===== config.mk =====
export PLATFORM = sky130hd
export DESIGN_NAME = ff_bank
export DESIGN_NICKNAME = d
export VERILOG_FILES = /design/src/rtl/ff_bank_pkg.sv /design/src/rtl/ff_bank_cell.sv /design/src/rtl/ff_bank.sv
export SDC_FILE = /design/constraint.sdc
export NUM_CORES = 1
export LEC_CHECK = 0
export CORE_UTILIZATION = 29
export DETAILED_ROUTE_END_ITERATION = 8
export HOLD_SLACK_MARGIN = 0.12
export PLACE_DENSITY = 0.51
export SYNTH_ARGS = -nofsm -noshare
export SYNTH_HDL_FRONTEND = slang
export SYNTH_SLANG_ARGS = --single-unit

===== constraint.sdc =====
create_clock -name clk -period 1.9 [get_ports clk]
set_input_delay 0.475 -clock clk [delete_from_list [all_inputs] [get_ports clk]]
set_output_delay 0.475 -clock clk [all_outputs]
set_load 0.02 [all_outputs]

===== src/rtl/ff_bank_pkg.sv =====
// Shared types and the per-bit next-state function for the ff_bank storage bank.
package ff_bank_pkg;

  typedef enum logic [1:0] {
    MODE_JK = 2'b00,
    MODE_SR = 2'b01,
    MODE_D  = 2'b10,
    MODE_T  = 2'b11
  } ff_mode_t;

  // SR with both inputs high is the illegal pattern; the bit simply holds.
  function automatic logic ff_next(ff_mode_t mode, logic j, logic k, logic q);
    logic nxt;
    nxt = q;
    case (mode)
      MODE_JK: begin
        case ({j, k})
          2'b00:   nxt = q;
          2'b01:   nxt = 1'b0;
          2'b10:   nxt = 1'b1;
          default: nxt = ~q;
        endcase
      end
      MODE_SR: begin
        case ({j, k})
          2'b10:   nxt = 1'b1;
          2'b01:   nxt = 1'b0;
          default: nxt = q;
        endcase
      end
      MODE_D:  nxt = j;
      default: nxt = q ^ j;
    endcase
    return nxt;
  endfunction

endpackage


===== src/rtl/ff_bank_cell.sv =====
// One storage bit of ff_bank: registered q, complement and one-cycle change flag.
module ff_bank_cell
  import ff_bank_pkg::*;
#(
  parameter logic RST_BIT = 1'b0
) (
  input  logic clk,
  input  logic rst,
  input  logic en,
  input  logic clr,
  input  logic nxt,
  output logic q,
  output logic qbar,
  output logic chg
);

  always_ff @(posedge clk or negedge rst) begin
    if (!rst) begin
      q    <= RST_BIT;
      qbar <= ~RST_BIT;
      chg  <= 1'b0;
    end else if (clr) begin
      q    <= RST_BIT;
      qbar <= ~RST_BIT;
      chg  <= q ^ RST_BIT;
    end else if (en) begin
      q    <= nxt;
      qbar <= ~nxt;
      chg  <= q ^ nxt;
    end else begin
      chg  <= 1'b0;
    end
  end

endmodule


===== src/rtl/ff_bank.sv =====
// WIDTH-bit bank of mode-selectable JK/SR/D/T flip-flops with change mask.
// Optional sticky illegal-SR flag enabled by defining FF_BANK_SR_ERR_EN.
module ff_bank
  import ff_bank_pkg::*;
#(
  parameter int               WIDTH   = 8,
  parameter logic [WIDTH-1:0] RST_VAL = {WIDTH{1'b0}}
) (
  input  logic             clk,
  input  logic             rst,
  input  logic             en,
  input  logic             clr,
  input  logic [1:0]       mode,
  input  logic [WIDTH-1:0] j,
  input  logic [WIDTH-1:0] k,
  output logic [WIDTH-1:0] q,
  output logic [WIDTH-1:0] qbar,
  output logic [WIDTH-1:0] chg,
  output logic             any_chg
`ifdef FF_BANK_SR_ERR_EN
  ,
  output logic             sr_err
`endif
);

  ff_mode_t         mode_e;
  logic [WIDTH-1:0] nxt;
  logic [WIDTH-1:0] chg_d;

  assign mode_e = ff_mode_t'(mode);

  always_comb begin
    nxt = q;
    for (int i = 0; i < WIDTH; i++) begin
      nxt[i] = ff_next(mode_e, j[i], k[i], q[i]);
    end
  end

  for (genvar i = 0; i < WIDTH; i++) begin : g_cell
    ff_bank_cell #(
      .RST_BIT(RST_VAL[i])
    ) u_cell (
      .clk (clk),
      .rst (rst),
      .en  (en),
      .clr (clr),
      .nxt (nxt[i]),
      .q   (q[i]),
      .qbar(qbar[i]),
      .chg (chg[i])
    );
  end

  // Mirror of the per-cell change logic so any_chg lands on the same edge as chg.
  always_comb begin
    chg_d = '0;
    if (clr) begin
      chg_d = q ^ RST_VAL;
    end else if (en) begin
      chg_d = q ^ nxt;
    end
  end

  always_ff @(posedge clk or negedge rst) begin
    if (!rst) begin
      any_chg <= 1'b0;
    end else begin
      any_chg <= |chg_d;
    end
  end

`ifdef FF_BANK_SR_ERR_EN
  always_ff @(posedge clk or negedge rst) begin
    if (!rst) begin
      sr_err <= 1'b0;
    end else if (clr) begin
      sr_err <= 1'b0;
    end else if (en && (mode_e == MODE_SR) && (|(j & k))) begin
      sr_err <= 1'b1;
    end
  end
`endif

endmodule


==> impl_metrics.tcl <==
set metrics [dict create \
    start_kind "input pin" \
    hold_end "g_cell[1].u_cell.qbar$_DFFE_PN1P_" \
    grt_start_max_net_pins 26 \
    timing.rr.end "any_chg$_DFF_PN0_" \
    hold-path-cell-count 2 \
    slew_headroom_pct 60.9 \
    synth_nets 260 \
    period_needed_ns 2.04 \
    fill_cells 642 \
    clockBufferDepth 2 \
    routed_via_density 4.88 \
    rows 29 \
    violations "DRC, setup timing" \
    die_x_um 84.3 \
    grt_pass1_wl_um 8760 \
    grt_usage_pct 15.1 \
    crit_path_end_kind "register" \
    p_leak_nw 1.42 \
    grt_pass1_vias 1854 \
    vdd_ir_drop_max_mv 0.237 \
    diodes 0 \
    syn_area_um2 1960 \
    synth_cell_types 45 \
    ant_nets 0 \
    io_pins 47 \
    yosysSeqAreaShare_pct 32.4 \
    tritoncts "yes" \
    r2r-start "g_cell[0].u_cell.q$_DFFE_PN0P_" \
    cts.sinks 25 \
    hold_violations 0 \
    portBuffers 46 \
    synth-async-reset-ratio_pct 100 \
    yosys_warnings 0 \
    synth_area_leader_cell "dfrtp_1" \
    multiInputGateArea_um2 1190 \
    cts_root_buffer "clkbuf_8" \
    hp-start "g_cell[1].u_cell.qbar$_DFFE_PN1P_" \
    synth_edf_count 0 \
    detail_route.iter0.violations 106 \
    vias 1880 \
    p_total_mw 1.62 \
    arrival_ns 2.17 \
    synth_cells 230 \
    max-cap-violations 0 \
    core-area_um2 6420 \
    area_delta_synth_final_pct 54.1 \
    clock_skew_ns 0.0140 \
    synth_top_area_share_pct 21.7 \
    reg2reg_slack_ns -0.02 \
    routedWlPerCell_um 13.2 \
    synth-main-ff-cell "dfrtp_1" \
    layout-drive-gt1-share_pct 43.8 \
    dp_hpwl_um 3760 \
    worst_pin_slew_ns 0.572 \
    yosys-top-cells-area "dfrtp_1 (22%), dfstp_2 (11%), buf_4 (9.2%), ha_1 (5.1%), mux2i_1 (4.1%)" \
    clk_pin_slew_ns 0.08 \
    fin_util_pct 47.1 \
    antenna_found_initial 0 \
    avgSynthCellArea_um2 8.53 \
    start_util_pct 30.5 \
    cts_buffers 3 \
    fmax_ghz 0.491 \
    setup.worst_path.class "in2reg" \
    setup-violations-final 2 \
    gp_congestion 0.796 \
    p_per_area_nw_per_um2 537 \
    firstDrtPassIters 6 \
    r2r_cells 6 \
    synth_seq_cells 25 \
    clock_latency_ns 0.27 \
    rsz0062_at_grt "yes" \
    cp.required_ns 2.04 \
    nets 339 \
    hold_path.class "reg2reg" \
    layout_setup_ws_ns -0.138 \
    run_status "complete, but fails checks" \
    crit_fanout 2 \
    htree_levels 1 \
    finalCritPeriodShare_pct 107 \
    grt_overflow 0 \
    drc 6 \
    seq_area_um2 638 \
    wl_um 5090 \
    dieArea_um2 7100 \
    postCtsHoldBufs 0 \
    drv_slew 0 \
    holdWs_ns 0.462 \
    die_h_um 84.3 \
]
metrics by stage:
| stage | std cells | cell area (µm²) | worst slack (ns) | TNS (ns) |
|---|---|---|---|---|
| 2_1_floorplan | 230 | 2030 | -0.207 | -0.207 |
| 3_3_place_gp | 368 | 2760 | -0.900 | -8.77 |
| 3_5_place_dp | 368 | 2760 | -0.977 | -9.04 |
| 4_1_cts | 384 | 2990 | -0.201 | -0.338 |
| 6_report | 385 | 3020 | -0.138 | -0.216 |
| 5_1_grt | 385 | 3020 | -0.202 | -0.350 |
sequential cells by signal, summed over array words and instances (netlist names):
register            count
g_cell.u_cell.chg       8
any_chg                 1
g_cell.u_cell.q         8
g_cell.u_cell.qbar      8
cells by family (layout without fill, tap and decap cells):
logic type / after synthesis / after routing / synth area share (%)
AO/OA/AOI/OAI: 77 / 77 / 27.6
buffers and inverters: 60 / 138 / 16.6
AND/OR/NAND/NOR: 50 / 50 / 13.3
flip-flops: 25 / 25 / 32.4
multiplexers: 9 / 9 / 4.66
adder cells (fa/ha/maj): 8 / 8 / 5.10
XOR/XNOR: 1 / 1 / 0.447
power by group:
part	switching [mW]	total [mW]	internal, mW
Clock	0.172	0.322	0.150
Sequential	0.0375	0.627	0.589
Combinational	0.314	0.674	0.360
Total	0.523	1.62	1.10
what timing repair did:
item | in CTS | in global routing
pin swaps | 17 | 12
setup endpoints to repair | 27 | 14
gates resized for setup | 67 | 47
setup buffers | 12 | 2
gates cloned | 0 | 0
routing by layer:
layer / GRT usage, % / wire length (µm)
met1: 21.0 / 2490
met4: 2.82 / 37
met3: 2.36 / 161
met2: 25.0 / 2400
met5: 0 / 0
critical path: stages:
cell and delay [ns]:
buf_4 0.13, inv_12 0.03, ha_4 0.25, mux2i_2 0.22, a21oi_2 0.09, o21ai_2 0.15
a2bb2oi_2 0.16, nand4bb_1 0.12, or4_4 0.54
synth_stat cells, types with 4 or more instances:
master     number
nand3_1        12
nor2b_1         6
o22ai_1         4
nor2_1         14
a21oi_1         8
o2111ai_1       4
clkbuf_1       13
o21ai_0        13
nand2_1         6
inv_1          18
dfstp_2         8
mux2i_1         8
dfrtp_1        17
and2_1          4
a31oi_1         4
ha_1            8
o21a_1          6
buf_4          24
o21ai_1        11
o31ai_1         6
a22o_1          5
placed cells by master (no fill, tap or decap), types with 5 or more instances in the layout:
master and count:
buf_4 65, dfrtp_1 15, nor2_1 14, nand3_1 12, dlymetal6s2s_1 12, clkdlybuf4s50_1 12
o21ai_1 11, o21ai_0 11, inv_1 10, inv_2 9, clkbuf_2 9, ha_4 8
dfstp_2 8, buf_6 7, mux2i_1 6, nand2_1 6, o31ai_1 6, a21oi_1 6
o21a_1 6, nor2b_1 5, a22o_1 5
worst max path at each step:
stage / startpoint / end / slack [ns]
floorplan: k[2] / any_chg$_DFF_PN0_ / -0.21
global placement: k[2] / any_chg$_DFF_PN0_ / -0.90
detailed placement: k[2] / any_chg$_DFF_PN0_ / -0.98
CTS: mode[0] / any_chg$_DFF_PN0_ / -0.20
global route: j[7] / any_chg$_DFF_PN0_ / -0.20
finish: k[2] / any_chg$_DFF_PN0_ / -0.14
area by class of cell:
type | instances | area share [%]
Clock buffer | 4 | 1.49
Multi-Input combinational cell | 145 | 39.3
Timing Repair Buffer | 114 | 32.0
Sequential cell | 25 | 21.1
Tap cell | 77 | 3.19
Inverter | 20 | 2.90
(Power assumes the default switching activity.)
==> RTL change 1 (same settings) <==
The parameter `WIDTH` goes from 8 to 10.
--- a/src/rtl/ff_bank.sv
+++ b/src/rtl/ff_bank.sv
@@ -5,3 +5,3 @@
 #(
-  parameter int               WIDTH   = 8,
+  parameter int               WIDTH   = 10,
   parameter logic [WIDTH-1:0] RST_VAL = {WIDTH{1'b0}}
Interface: changed (5 resized); port bits go from 47 to 57. The function was not compared with the original's and may differ.
==> RTL change 1 against the unedited design <==
  * Wire length rose by 55%
  * Critical endpoint unchanged
  * Sequential cell count rose by 6
  * Core utilization decreased by 1.5 points
  * Setup slack gained 0.15 ns
  * Die area rose by 31%
  * Register-to-register slack gained 0.07 ns
  * Synthesized cell count is 34% higher
  * Power is 37% higher
  * Area after synthesis increased by 31%
  * Design area grew 31%
  * Critical path depth stayed put
  * Combinational power up 38%
  * Largest power group unchanged
==> RTL change 1: results (changes against the unedited design) <==
* CP max stage delay at 0.39 ns (was 0.54 ns)
* Routing usage on met3 at 0.0253 (was 0.0236)
* Nonclk buf count at 146 (was 114)
* Critical-path top delay cell: a311o_1 (was or4_4)
* Detailed Route WL at 7.89 mm (was 5.09 mm)
* Synth area leaders: dfrtp_1, dfstp_2, buf_4 (unchanged)
* Worst VDD drop at 246 µV (was 237 µV)
* Clock-cell share at 0.0206 (was 0.0149)
* Setup TNS at 0 ns (was -0.216 ns)
* Post-Synthesis Cells at 309 (was 230)
* Comb pwr share at 0.418 (was 0.415)
* Worst path top cell family by delay: buffers and inverters (was simple AND/OR/NAND/NOR gates)
* Multi-input combinational area share at 0.417 (was 0.393)
* Global-route wire length before repair at 12.0 mm (was 8.76 mm)
* Clock skew at 0.00670 ns (was 0.0140 ns)
* Combinational power at 0.929 mW (was 0.674 mW)
* Status: finished clean (was complete, but fails checks)
* #FFs+latches synth at 31 (was 25)
* Die area at 0.00926 mm² (was 0.00710 mm²)
* Distinct cell type count after synthesis at 63 (was 45)
* Htree depth at 2 (was 1)
* Pin count of the biggest net entering global routing at 32 (was 26)
* Worst EP arrival at 2.06 ns (was 2.17 ns)
* Buffering overhead at 0.306 (was 0.320)
* Largest registers: g_cell.u_cell.chg x10, g_cell.u_cell.q x10, g_cell.u_cell.qbar x10 (was g_cell.u_cell.chg x8, g_cell.u_cell.q x8, g_cell.u_cell.qbar x8)
* Max Fanout on Critical Path at 7 (was 2)
* Clk pwr at 0.513 mW (was 0.322 mW)
* Inverter count at 23 (was 20)
* Routing usage on met2 at 0.287 (was 0.250)
* RePlAce Congestion at 0.779 (was 0.796)
* Port Buffers at 56 (was 46)
* Dpl cells at 496 (was 368)
* CTS Buf Count at 5 (was 3)
* Filler cells at 879 (was 642)
* Final nets at 446 (was 339)
* Leak Pwr at 1.81 nW (was 1.42 nW)
* CTS resizes at 92 (was 67)
* Fraction of area in registers at 0.200 (was 0.211)
* Vias in the first global route at 2456 (was 1854)
* Vias at 2627 (was 1880)
* Pre-CTS setup slack at -0.840 ns (was -0.977 ns)
* Worst reg2reg startpoint: g_cell[4].u_cell.q (was g_cell[0].u_cell.q)
* Iter 0 DRT Violations at 124 (was 106)
* Placed instance area at 0.00353 mm² (was 0.00276 mm²)
* Share of layout cells above drive strength 1 at 0.421 (was 0.438)
-- RTL change 1: cell types whose count changed after synthesis, moves of 4 or more --
cell      change
o211ai_1      +6
dfrtp_1       +4
o21a_1        -4
nand2_1      +24
o21ai_1       -6
a211oi_1      +5
nand3_1       -5
o21ai_0       +7
buf_4         +7
and3b_1       +4
a22o_1        -5
o31ai_1       -5
a21oi_1       +5
a221oi_1      +4
-- RTL change 1: how the worst max path moves through the flow --
stage / end / slack (ns) / startpoint
after floorplan: any_chg / -0.07 / mode[1]
after global placement: any_chg / -0.81 / k[8]
after detailed placement: any_chg / -0.84 / k[8]
after CTS: any_chg / -0.06 / j[8]
after global routing: any_chg / -0.06 / mode[1]
final: any_chg / 0.008 / mode[1]
-- RTL change 1: logic make-up after synthesis --
family,after synthesis,share of synthesized area
buffers and inverters,75,0.168
xor gates and xnor gates,4,0.0136
DFF,31,0.306
and+or+nand+nor,89,0.179
AOI/OAI and AO/OA,91,0.249
muxes,8,0.0325
adders and majority gates,11,0.0525
==> RTL change 2 (same settings) <==
Without the edit above. Put a register stage on the output `q`, without a reset. The value now appears one clock later. The other outputs are not delayed to match. Comments in the files are not updated.
--- a/src/rtl/ff_bank.sv
+++ b/src/rtl/ff_bank.sv
@@ -25,2 +25,4 @@
 
+  logic [WIDTH-1:0] q_d;
+
   ff_mode_t         mode_e;
@@ -32,5 +34,5 @@
   always_comb begin
-    nxt = q;
+    nxt = q_d;
     for (int i = 0; i < WIDTH; i++) begin
-      nxt[i] = ff_next(mode_e, j[i], k[i], q[i]);
+      nxt[i] = ff_next(mode_e, j[i], k[i], q_d[i]);
     end
@@ -47,3 +49,3 @@
       .nxt (nxt[i]),
-      .q   (q[i]),
+      .q   (q_d[i]),
       .qbar(qbar[i]),
@@ -57,5 +59,5 @@
     if (clr) begin
-      chg_d = q ^ RST_VAL;
+      chg_d = q_d ^ RST_VAL;
     end else if (en) begin
-      chg_d = q ^ nxt;
+      chg_d = q_d ^ nxt;
     end
@@ -83,2 +85,6 @@
 
+  always_ff @(posedge clk) begin
+    q <= q_d;
+  end
+
 endmodule
Behaviour: not the same (Yosys sat finds a counterexample within 4 cycles, from zero or initial values and one cycle with rst low).
==> RTL change 2 against the unedited design <==
  * The flow finishes with violations (setup timing)
  * Area after synthesis increased by 11%
  * Setup slack got worse by 0.074 ns
  * Sequential cell count increased by 8
  * Sequential power increased by 28%
  * Power increased by 35%
  * Design area increased by 19%
  * Core utilization increased by 2.6 points
  * Sequential share of layout area increased by 0.96 points
  * Wire length increased by 29%
==> RTL change 2: results (changes against the unedited design) <==
* CTS Buf Count at 5 (was 3)
* Worst EP arrival at 2.28 ns (was 2.17 ns)
* RePlAce Congestion at 0.814 (was 0.796)
* Global-route wire length before repair at 10.6 mm (was 8.76 mm)
* Routing usage on met2 at 0.289 (was 0.250)
* Worst Setup Slack, final at -0.212 ns (was -0.138 ns)
* Worst-Skew Late Latency at 0.29 ns (was 0.27 ns)
* Status: complete, but fails checks (unchanged)
* Pre-CTS setup slack at -1.02 ns (was -0.977 ns)
* Routing usage on met3 at 0.0280 (was 0.0236)
* Distinct cell type count after synthesis at 57 (was 45)
* Endpoints failing setup at 1 (was 2)
* DRC viols at 0 (was 6)
* Worst VDD drop at 246 µV (was 237 µV)
* CP max stage delay at 0.47 ns (was 0.54 ns)
* Rel. slew slack at 0.764 (was 0.609)
* Pre-antenna DRT Iters at 4 (was 6)
* Failing checks: setup timing (was DRC, setup timing)
* Vias in the first global route at 2142 (was 1854)
* Final nets at 384 (was 339)
* Post-synth top cells: nand2_1, buf_4, dfrtp_1, inv_1, mux2i_1 (was buf_4, inv_1, dfrtp_1, nor2_1)
* Clock skew at 0.00606 ns (was 0.0140 ns)
* Critical-path top delay cell: or4_1 (was or4_4)
* Avg Inst Size Synth at 9.16 µm² (was 8.53 µm²)
* Via density at 4.78 (was 4.88)
* Placed instance area at 0.00312 mm² (was 0.00276 mm²)
* Post-route insts no fill at 454 (was 385)
* Detailed Route WL at 6.57 mm (was 5.09 mm)
* Metal3 WL at 290 µm (was 161 µm)
* Syn_nets at 267 (was 260)
* Dpl cells at 420 (was 368)
* Flop2flop setup slack at -0.06 ns (was -0.02 ns)
* DR WL met2 at 3.07 mm (was 2.40 mm)
RTL change 2: cell families (layout without fill, tap and decap cells):
family,count (synthesis),in the layout,share of synthesized area
compound gates,65,65,0.212
fa+ha+maj,12,12,0.0646
flops,33,33,0.367
mux,14,14,0.0680
simple gates,66,66,0.154
buf+inv,44,162,0.122
xor+xnor,3,3,0.0121
RTL change 2: report_power, final:
part           leakage [nW]  switching (mW)  internal (mW)
clock network        0.0542           0.269          0.328
logic                  1.21           0.363          0.432
registers             0.371          0.0323          0.772
total                  1.64           0.664           1.53
RTL change 2: tightest hold or removal path, delay by kind of cell, from the launching register on:
kind | cells | cell delay, ns
flip-flops | 1 | 0.37
AND/OR/NAND/NOR | 2 | 0.15
RTL change 2: final timing paths:
check	from	to	cells after the start
setup / recovery	j[4]	any_chg	7
hold / removal	g_cell[4].u_cell.qbar	g_cell[4].u_cell.qbar	2
setup reg to reg	g_cell[5].u_cell.q	any_chg	6
hold reg to reg	g_cell[4].u_cell.qbar	g_cell[4].u_cell.qbar	2
max in group asynchronous	rst	g_cell[6].u_cell.qbar	2
min in group asynchronous	rst	g_cell[2].u_cell.q	2
RTL change 2: timing repair:
action | 4_1_cts | 5_1_grt
cloned | 0 | 0
resized for setup | 90 | 27
setup endpoints to repair | 21 | 10
hold buffers | 0 | 0
pin swaps | 20 | 16
hold endpoints to repair | 0 | 0
setup buffers | 26 | 3
RTL change 2: final cells by class:
type                            instances  share of cell area
Clock inverter                          1             0.00139
Multi-Input combinational cell        160               0.363
Inverter                               14              0.0222
Clock buffer                            7              0.0267
Sequential cell                        33               0.221
Timing Repair Buffer                  140               0.331
Tap cell                               99              0.0344
